File: src/rtl/ip_slave_chain_sequencer_if.sv
// Port bundle for ip_slave_chain_sequencer: step-table programming, chain
// control, slave start/interrupt lines and the master-facing status.
// The master modport drives the sequencer; the slave modport is the sequencer.
interface ip_slave_chain_sequencer_if #(
  parameter int NUM_SLAVES = 11,
  parameter int SEL_WIDTH  = 4,
  parameter int MAX_STEPS  = 8,
  parameter int STEP_AW    = 3,
  parameter int TO_WIDTH   = 16
);
  logic                  i_prog_we;
  logic [STEP_AW-1:0]    i_prog_addr;
  logic [SEL_WIDTH-1:0]  i_prog_sel;
  logic [STEP_AW-1:0]    i_last;
  logic [TO_WIDTH-1:0]   i_timeout;
  logic                  i_go;
  logic                  i_abort;
  logic                  i_int_ack;
  logic [NUM_SLAVES-1:0] i_int_slv;
  logic [NUM_SLAVES-1:0] o_start_slv;
  logic                  o_busy;
  logic [STEP_AW-1:0]    o_step;
  logic                  o_int_req;
  logic [1:0]            o_status;

  modport master (
    output i_prog_we, i_prog_addr, i_prog_sel, i_last, i_timeout,
    output i_go, i_abort, i_int_ack, i_int_slv,
    input  o_start_slv, o_busy, o_step, o_int_req, o_status
  );

  modport slave (
    input  i_prog_we, i_prog_addr, i_prog_sel, i_last, i_timeout,
    input  i_go, i_abort, i_int_ack, i_int_slv,
    output o_start_slv, o_busy, o_step, o_int_req, o_status
  );
endinterface

File: src/rtl/ip_slave_chain_sequencer.sv
// ip_slave_chain_sequencer: walks a programmed table of slave indices,
// pulsing each slave's start line and waiting for that slave's interrupt
// rising edge before moving on; raises one interrupt to the master at the end.
// Optional feature macro: SEQ_TIMEOUT_EN adds a per-step watchdog that ends
// the chain with status 10 when a slave stays silent too long.
module ip_slave_chain_sequencer #(
  parameter int NUM_SLAVES = 11,
  parameter int SEL_WIDTH  = 4,
  parameter int MAX_STEPS  = 8,
  parameter int STEP_AW    = 3,
  parameter int TO_WIDTH   = 16
) (
  input  logic                        i_clk,
  input  logic                        i_rst,
  ip_slave_chain_sequencer_if.slave   bus
);

  localparam logic [1:0] ST_NONE    = 2'b00;
  localparam logic [1:0] ST_DONE    = 2'b01;
  localparam logic [1:0] ST_TIMEOUT = 2'b10;
  localparam logic [1:0] ST_ABORT   = 2'b11;

  typedef enum logic [1:0] {S_IDLE, S_LAUNCH, S_WAIT, S_END} state_t;

  state_t                state_reg, state_next;
  logic [STEP_AW-1:0]    step_reg, step_next;
  logic [STEP_AW-1:0]    last_reg, last_next;
  logic [1:0]            status_reg, status_next;
  logic [NUM_SLAVES-1:0] int_prev_reg;

  // Small table read combinationally: the step index moves in the same
  // cycle the next LAUNCH needs its entry, and a write in IDLE must be
  // visible to a go issued right after it.
  logic [SEL_WIDTH-1:0]  step_tbl [MAX_STEPS];
  logic [SEL_WIDTH-1:0]  cur_sel;
  logic [NUM_SLAVES-1:0] sel_onehot;
  logic [NUM_SLAVES-1:0] int_rise;
  logic                  sel_valid;
  logic                  sel_edge;
  logic                  tbl_we;
  logic                  launch_fire;
  logic                  timeout_hit;

  assign cur_sel = step_tbl[step_reg];

  // Decode the current slave index and find fresh rising edges per line.
  generate
    for (genvar gi = 0; gi < NUM_SLAVES; gi++) begin : g_slv
      assign sel_onehot[gi] = (cur_sel == SEL_WIDTH'(gi));
      assign int_rise[gi]   = bus.i_int_slv[gi] & ~int_prev_reg[gi];
    end
  endgenerate

  // Indices beyond the last slave decode to all-zero, which flags them invalid.
  assign sel_valid = |sel_onehot;
  assign sel_edge  = |(int_rise & sel_onehot);

  assign tbl_we = bus.i_prog_we && (state_reg == S_IDLE || state_reg == S_END);

  // Step table storage; cleared on reset, frozen while a chain runs.
  always_ff @(posedge i_clk) begin
    if (i_rst) begin
      for (int i = 0; i < MAX_STEPS; i++) step_tbl[i] <= '0;
    end else if (tbl_we) begin
      step_tbl[bus.i_prog_addr] <= bus.i_prog_sel;
    end
  end

`ifdef SEQ_TIMEOUT_EN
  logic [TO_WIDTH-1:0] limit_reg, limit_next;
  logic [TO_WIDTH-1:0] timer_reg, timer_next;

  // Watchdog: limit latched on go, reloaded per LAUNCH, counted down in WAIT.
  always_comb begin
    limit_next  = limit_reg;
    timer_next  = timer_reg;
    timeout_hit = 1'b0;
    if (state_reg == S_IDLE && bus.i_go) begin
      limit_next = bus.i_timeout;
    end
    if (state_reg == S_LAUNCH) begin
      timer_next = limit_reg;
    end else if (state_reg == S_WAIT && limit_reg != '0) begin
      timer_next  = timer_reg - TO_WIDTH'(1);
      timeout_hit = (timer_reg == TO_WIDTH'(1));
    end
  end

  // Watchdog registers.
  always_ff @(posedge i_clk) begin
    if (i_rst) begin
      limit_reg <= '0;
      timer_reg <= '0;
    end else begin
      limit_reg <= limit_next;
      timer_reg <= timer_next;
    end
  end
`else
  logic unused_timeout;
  assign unused_timeout = ^bus.i_timeout;
  assign timeout_hit    = 1'b0;
`endif

  // Next-state logic; abort outranks an edge, an edge outranks a timeout.
  always_comb begin
    state_next  = state_reg;
    step_next   = step_reg;
    last_next   = last_reg;
    status_next = status_reg;
    launch_fire = 1'b0;
    case (state_reg)
      S_IDLE: begin
        if (bus.i_go) begin
          state_next  = S_LAUNCH;
          step_next   = '0;
          last_next   = bus.i_last;
          status_next = ST_NONE;
        end
      end
      S_LAUNCH: begin
        if (bus.i_abort || !sel_valid) begin
          state_next  = S_END;
          status_next = ST_ABORT;
        end else begin
          launch_fire = 1'b1;
          state_next  = S_WAIT;
        end
      end
      S_WAIT: begin
        if (bus.i_abort) begin
          state_next  = S_END;
          status_next = ST_ABORT;
        end else if (sel_edge) begin
          if (step_reg == last_reg) begin
            state_next  = S_END;
            status_next = ST_DONE;
          end else begin
            step_next  = step_reg + STEP_AW'(1);
            state_next = S_LAUNCH;
          end
        end else if (timeout_hit) begin
          state_next  = S_END;
          status_next = ST_TIMEOUT;
        end
      end
      S_END: begin
        if (bus.i_int_ack) state_next = S_IDLE;
      end
      default: state_next = S_IDLE;
    endcase
  end

  // Control registers plus interrupt-line history for edge detection.
  always_ff @(posedge i_clk) begin
    if (i_rst) begin
      state_reg    <= S_IDLE;
      step_reg     <= '0;
      last_reg     <= '0;
      status_reg   <= ST_NONE;
      int_prev_reg <= '0;
    end else begin
      state_reg    <= state_next;
      step_reg     <= step_next;
      last_reg     <= last_next;
      status_reg   <= status_next;
      int_prev_reg <= bus.i_int_slv;
    end
  end

  assign bus.o_start_slv = launch_fire ? sel_onehot : '0;
  assign bus.o_busy      = (state_reg == S_LAUNCH) || (state_reg == S_WAIT);
  assign bus.o_step      = step_reg;
  assign bus.o_int_req   = (state_reg == S_END);
  assign bus.o_status    = status_reg;

endmodule

File: src/flat_wrapper.sv
// flat-port wrapper written by rule: the top's interface ports become plain ports
module ip_slave_chain_sequencer_flat 
#(
  parameter int NUM_SLAVES = 11,
  parameter int SEL_WIDTH  = 4,
  parameter int MAX_STEPS  = 8,
  parameter int STEP_AW    = 3,
  parameter int TO_WIDTH   = 16
)
  (i_clk, i_rst, bus_i_prog_we, bus_i_prog_addr, bus_i_prog_sel, bus_i_last, bus_i_timeout, bus_i_go, bus_i_abort, bus_i_int_ack, bus_i_int_slv, bus_o_start_slv, bus_o_busy, bus_o_step, bus_o_int_req, bus_o_status);
  ip_slave_chain_sequencer_if #(.NUM_SLAVES(NUM_SLAVES), .SEL_WIDTH(SEL_WIDTH), .MAX_STEPS(MAX_STEPS), .STEP_AW(STEP_AW), .TO_WIDTH(TO_WIDTH)) bus_i ();
  input  logic i_clk;
  input  logic i_rst;
  input wire logic [$bits(bus_i.i_prog_we)-1:0] bus_i_prog_we;
  input wire logic [$bits(bus_i.i_prog_addr)-1:0] bus_i_prog_addr;
  input wire logic [$bits(bus_i.i_prog_sel)-1:0] bus_i_prog_sel;
  input wire logic [$bits(bus_i.i_last)-1:0] bus_i_last;
  input wire logic [$bits(bus_i.i_timeout)-1:0] bus_i_timeout;
  input wire logic [$bits(bus_i.i_go)-1:0] bus_i_go;
  input wire logic [$bits(bus_i.i_abort)-1:0] bus_i_abort;
  input wire logic [$bits(bus_i.i_int_ack)-1:0] bus_i_int_ack;
  input wire logic [$bits(bus_i.i_int_slv)-1:0] bus_i_int_slv;
  output wire logic [$bits(bus_i.o_start_slv)-1:0] bus_o_start_slv;
  output wire logic [$bits(bus_i.o_busy)-1:0] bus_o_busy;
  output wire logic [$bits(bus_i.o_step)-1:0] bus_o_step;
  output wire logic [$bits(bus_i.o_int_req)-1:0] bus_o_int_req;
  output wire logic [$bits(bus_i.o_status)-1:0] bus_o_status;
  assign bus_i.i_prog_we = bus_i_prog_we;
  assign bus_i.i_prog_addr = bus_i_prog_addr;
  assign bus_i.i_prog_sel = bus_i_prog_sel;
  assign bus_i.i_last = bus_i_last;
  assign bus_i.i_timeout = bus_i_timeout;
  assign bus_i.i_go = bus_i_go;
  assign bus_i.i_abort = bus_i_abort;
  assign bus_i.i_int_ack = bus_i_int_ack;
  assign bus_i.i_int_slv = bus_i_int_slv;
  assign bus_o_start_slv = bus_i.o_start_slv;
  assign bus_o_busy = bus_i.o_busy;
  assign bus_o_step = bus_i.o_step;
  assign bus_o_int_req = bus_i.o_int_req;
  assign bus_o_status = bus_i.o_status;
  ip_slave_chain_sequencer #(.NUM_SLAVES(NUM_SLAVES), .SEL_WIDTH(SEL_WIDTH), .MAX_STEPS(MAX_STEPS), .STEP_AW(STEP_AW), .TO_WIDTH(TO_WIDTH)) u_core (.i_clk(i_clk), .i_rst(i_rst), .bus(bus_i));
endmodule
File: config.mk
export PLATFORM = sky130hd
export DESIGN_NAME = ip_slave_chain_sequencer_flat
export DESIGN_NICKNAME = d
export VERILOG_FILES = /design/src/rtl/ip_slave_chain_sequencer_if.sv /design/src/rtl/ip_slave_chain_sequencer.sv /design/src/flat_wrapper.sv
export SDC_FILE = /design/constraint.sdc
export NUM_CORES = 1
export LEC_CHECK = 0
export ABC_AREA = 1
export CELL_PAD_IN_SITES_DETAIL_PLACEMENT = 1
export CELL_PAD_IN_SITES_GLOBAL_PLACEMENT = 1
export CORE_UTILIZATION = 30
export DETAILED_ROUTE_END_ITERATION = 16
export PLACE_DENSITY_LB_ADDON = 0.1
export REMOVE_ABC_BUFFERS = 1
export SETUP_SLACK_MARGIN = 0.3
export SLEW_MARGIN = 20
export SYNTH_ARGS = -nofsm -noshare
export SYNTH_HDL_FRONTEND = slang
export SYNTH_SLANG_ARGS = --single-unit
File: constraint.sdc
create_clock -name i_clk -period 2.4 [get_ports i_clk]
set_input_delay 0.36 -clock i_clk [delete_from_list [all_inputs] [get_ports i_clk]]
set_output_delay 0.36 -clock i_clk [all_outputs]
set_load 0.02 [all_outputs]
---- After elaboration in Yosys (flattened, before gate mapping) ----
Memory sizes are Yosys's and may differ from the RTL's. A register that Yosys moved wholly into a read port is not among the register bits.
Index checks and enable logic that the tools add are counted.
cells by class
  $add $sub $neg .......................... 1
  equality and inequality tests ........... 22
  muxes and demuxes ....................... 31
  bitwise logic cells ..................... 23
  reductions and logical operators ........ 16
operators by type and width
  cell                                                                     count
  11-bit OR reduction                                                      2
  3-bit two-way mux                                                        7
  2-bit two-way mux                                                        10
  4-bit by 3-bit == test with 1-bit output, second input constant          4
  4-bit == test, second input constant                                     3
  1-bit bitwise AND                                                        11
  11-bit bitwise AND                                                       1
  11-bit two-way mux                                                       1
  1-bit inverter                                                           11
  5-bit AND reduction                                                      2
  1-bit two-way mux                                                        9
  4-bit by 2-bit == test with 1-bit output, second input constant          2
  2-bit inequality test, second input constant                             4
  2-bit case mux with 4 select lines                                       1
  3-bit by 2-bit inequality test with 1-bit output, second input constant  2
  2-bit case mux with 3 select lines                                       1
  3-bit case mux with 2 select lines                                       1
  2-bit == test, second input constant                                     2
  4-bit by 1-bit == test with 1-bit output, second input constant          1
  4-bit logical NOT                                                        1
  4-bit two-way mux                                                        1
  2-bit by 1-bit inequality test with 1-bit output, second input constant  2
  4-bit OR reduction                                                       1
  3-bit by 1-bit adder with 3-bit output, second input constant            1
  other kinds (10)                                                         12
storage, ports and cells
  register bits after elaboration ......... 21
  RAM bits ................................ 32
  input bits .............................. 43
  word-level logic and storage cells ...... 99
  memories kept ........................... 1
memories
  memory           words  bits a word  rd ports  clocked after Yosys merged registers in  write ports  RTL line                        RTL
  u_core.step_tbl  8      4            1         1                                        8            ip_slave_chain_sequencer.sv:34  logic [SEL_WIDTH-1:0] step_tbl [MAX_STEPS];

---- Depth between registers and ports, before layout ----
  depth in word-level cells ............... 9
  depth in mapped cells ................... 20
  mapped depth without buffers ............ 18

---- Least setup slack after synthesis ----
OpenSTA, ideal clock, no wires.
  path kind ............................... flip-flop to output port
  start ................................... register with a tool-made name
  end ..................................... output port bus_o_start_slv[1]
  data arrival time ....................... 1.898 ns
  setup slack ............................. 0.142 ns
  cell stages (with the launch flop) ...... 13
  path buffers ............................ 3
  cells stage by stage .................... dfxtp_1 buf_6 inv_4 buf_6 nand2_1 nand3_1 nand3_2 nand2_4 nor2_2 o21ai_1 nand3_1 clkbuf_1 nor3_1
RTL lines
  what              RTL line            RTL
  end: declaration  flat_wrapper.sv:23  output wire logic [$bits(bus_i.o_start_slv)-1:0] bus_o_start_slv;

==> out/metrics.cfg <==
[power]
cellLeakagePower_nw=2.151
ir_worst_vdd_mv=0.4824
cellPowerDensity_nw_per_um2=1164

[die]
dieArea_sq_um=10600
die_height_microns=102.9
ios=61
core_sq_um=9819
initial_core_util_pct=31.13
die_w_microns=102.9
rows=36

[routing]
wire_per_inst_microns=14.71
drt_iter0_markers=119
vias=2884
ant_nets=0
drt_wl_total_microns=9327
drc=0
vias_per_cell=4.549
drt-pass1-iter-count=4

[logic_synthesis]
synth_edf_count=32
synth_cell_type_count=29
synth_top_area_share_pct=31.44
synth_area_sq_um=3057
yosysTopAreaCell=edfxtp_1
syn_avg_cell_area_sq_um=7.474
ys_seq_area_share_pct=47.16
ys_warn_count=0
ys_ff_latch=56
synthCells=409
synth_ff_type=edfxtp_1
synth.area.top_cells=edfxtp_1, dfxtp_1, nand2_1, nor2_1, inv_1
async_flop_share_pct=0

[sta]
setup_violations=13
timing.slew.headroom_pct=65.53
max_freq_ghz=0.4070
fin_tns_setup_ns=-0.3285
worst_slew_pin_slew_ns=0.5158
post-route-period-util_pct=102.4
skew_ns=0.01272
drv_slew=0
min_period_ns=2.457
hold_viol_final=0
hold_slack_ns=0.5097
rsz0062_at_grt=yes
fin_ws_ns=-0.05689

[setup_path]
critPathKind=flip-flop to primary output
crit_path_end_kind=primary output
cp_data_required_time_ns=2.04
path_max_fanout=5
arrival_ns=2.10
cp-start-kind=flip-flop

[cts]
clock-sinks=56
cts-buffers-inserted=5
clk_pin_slew_ns=0.11
tritoncts=yes
clockBufferDepth=2
htree_num_levels=2
clk-insertion-delay-late_ns=0.33
root_buffer=clkbuf_8
cts_hold_buf=0

[placement]
io_buffers=44
dpl.hpwl_microns=6056
dp_slack_ns=-0.3846
place_inst=599
gp_congestion=0.7654
postPlaceCellArea_sq_um=3779

[status]
violations=setup timing
outcome=finished, violations left

[grt]
grt_max_degree=19
grt_pass1_wl_microns=14240
grt-ovfl-total=0
grt_pass1_vias=2910
grt_use_total_pct=17.91
antenna_found_initial=0

[finish]
area_growth_syn_to_layout_pct=55.91
drive_gt1_share_pct=36.53
fin_cells=634
largest_register_ffs=32
nets=549
antennaDiodeCount=0
design_area_sq_um=4766

[run]
maxCapViolCount=0

[min_path]
hold_class=flip-flop to flip-flop

==> metal layers <==
layer	GRT usage (%)	up-vias	part of all wire (%)
li1	-	1440	-
met1	23.08	1397	45
met2	31.28	40	52
met3	2.373	7	2.2
met4	5.200	0	0.93
met5	0	-	0
==> power breakdown <==
group	internal (mW)	leakage [nW]	switching [mW]
clock network	0.315	0.0548	0.345
registers	1.14	0.532	0.105
logic	1.62	1.56	2.02
==> final timing paths <==
path | start | endpoint | slack (ns) | cells after the start
worst max-delay path | flip-flop | bus_o_start_slv[0] | -0.06 | 13
worst min-delay path | u_core.state_reg[0] | u_core.state_reg[0] | 0.51 | 2
worst max register to register | flip-flop | u_core.bus.o_status[1] | -0.03 | 19
worst min register to register | u_core.state_reg[0] | u_core.state_reg[0] | 0.51 | 2
==> Yosys cell counts (2+ instances only) <==
cell type,n
dfxtp_1,24
xnor2_1,4
nand2_1,94
nand2_4,3
inv_1,71
nand3_2,3
edfxtp_1,32
buf_6,2
ha_1,6
nand4_1,3
nand3_1,40
or2_2,2
nand2_2,7
a21oi_1,2
a21oi_2,2
buf_2,2
nor3_1,10
inv_2,2
nor2_1,80
buf_4,2
nor2_2,5
o21ai_0,5
clkbuf_1,2
==> cells in the final DEF (no fill, tap or decap), types with 7 or more instances in the layout <==
| master | n |
|---|---|
| nor2_1 | 73 |
| inv_1 | 69 |
| nand2_1 | 55 |
| nand2_2 | 36 |
| buf_4 | 34 |
| clkdlybuf4s50_1 | 32 |
| edfxtp_1 | 32 |
| nand3_2 | 23 |
| dfxtp_1 | 21 |
| buf_6 | 17 |
| nand3_1 | 13 |
| nand2_4 | 11 |
| nor2_4 | 10 |
| nor3_2 | 8 |
| nand3_4 | 7 |
==> worst max-delay path, cell delays in order (launching register included) <==
cell     delay, ns
dfxtp_4       0.41
buf_6         0.13
buf_12        0.10
buf_16        0.11
nand2_2       0.06
nand3_4       0.09
nand2_2       0.05
nand2_1       0.08
nand2_2       0.08
o21ai_4       0.08
nand3_4       0.11
buf_6         0.15
nor3_4        0.17
buf_6         0.13
==> timing repair <==
action	4_1_cts	5_1_grt
resized for setup	144	73
setup buffers	16	6
cloned	5	0
setup endpoints to repair	54	53
pin swaps	15	40
==> area by class of cell <==
type | instances | area [sq um]
Multi-Input combinational cell | 271 | 1785
Clock buffer | 5 | 68.82
Sequential cell | 56 | 1448
Clock inverter | 3 | 46.29
Tap cell | 133 | 166.4
Fill cell | 1202 | 5054
Timing Repair Buffer | 91 | 938.4
Inverter | 74 | 301.5
Timing Repair inverter | 1 | 11.26
==> stage by stage <==
| step | util (%) | power, mW |
|---|---|---|
| 2_1_floorplan | - | 2.560 |
| 3_3_place_gp | 38.48 | 3.377 |
| 3_5_place_dp | 38.48 | 3.412 |
| 4_1_cts | 45.21 | 4.916 |
| 5_1_grt | 48.53 | 5.892 |
| 6_report | 48.53 | 5.550 |
==> cell families (layout without fill, tap and decap cells) <==
kind of cell,count (synthesis),after routing,share of synthesized area (%)
and+or+nand+nor,250,250,36.14
buffers and inverters,82,174,10.97
DFF,56,56,47.16
AOI/OAI and AO/OA,11,11,2.128
adders and majority gates,6,6,2.456
xor gates and xnor gates,4,4,1.146
(Power assumes the default switching activity.)
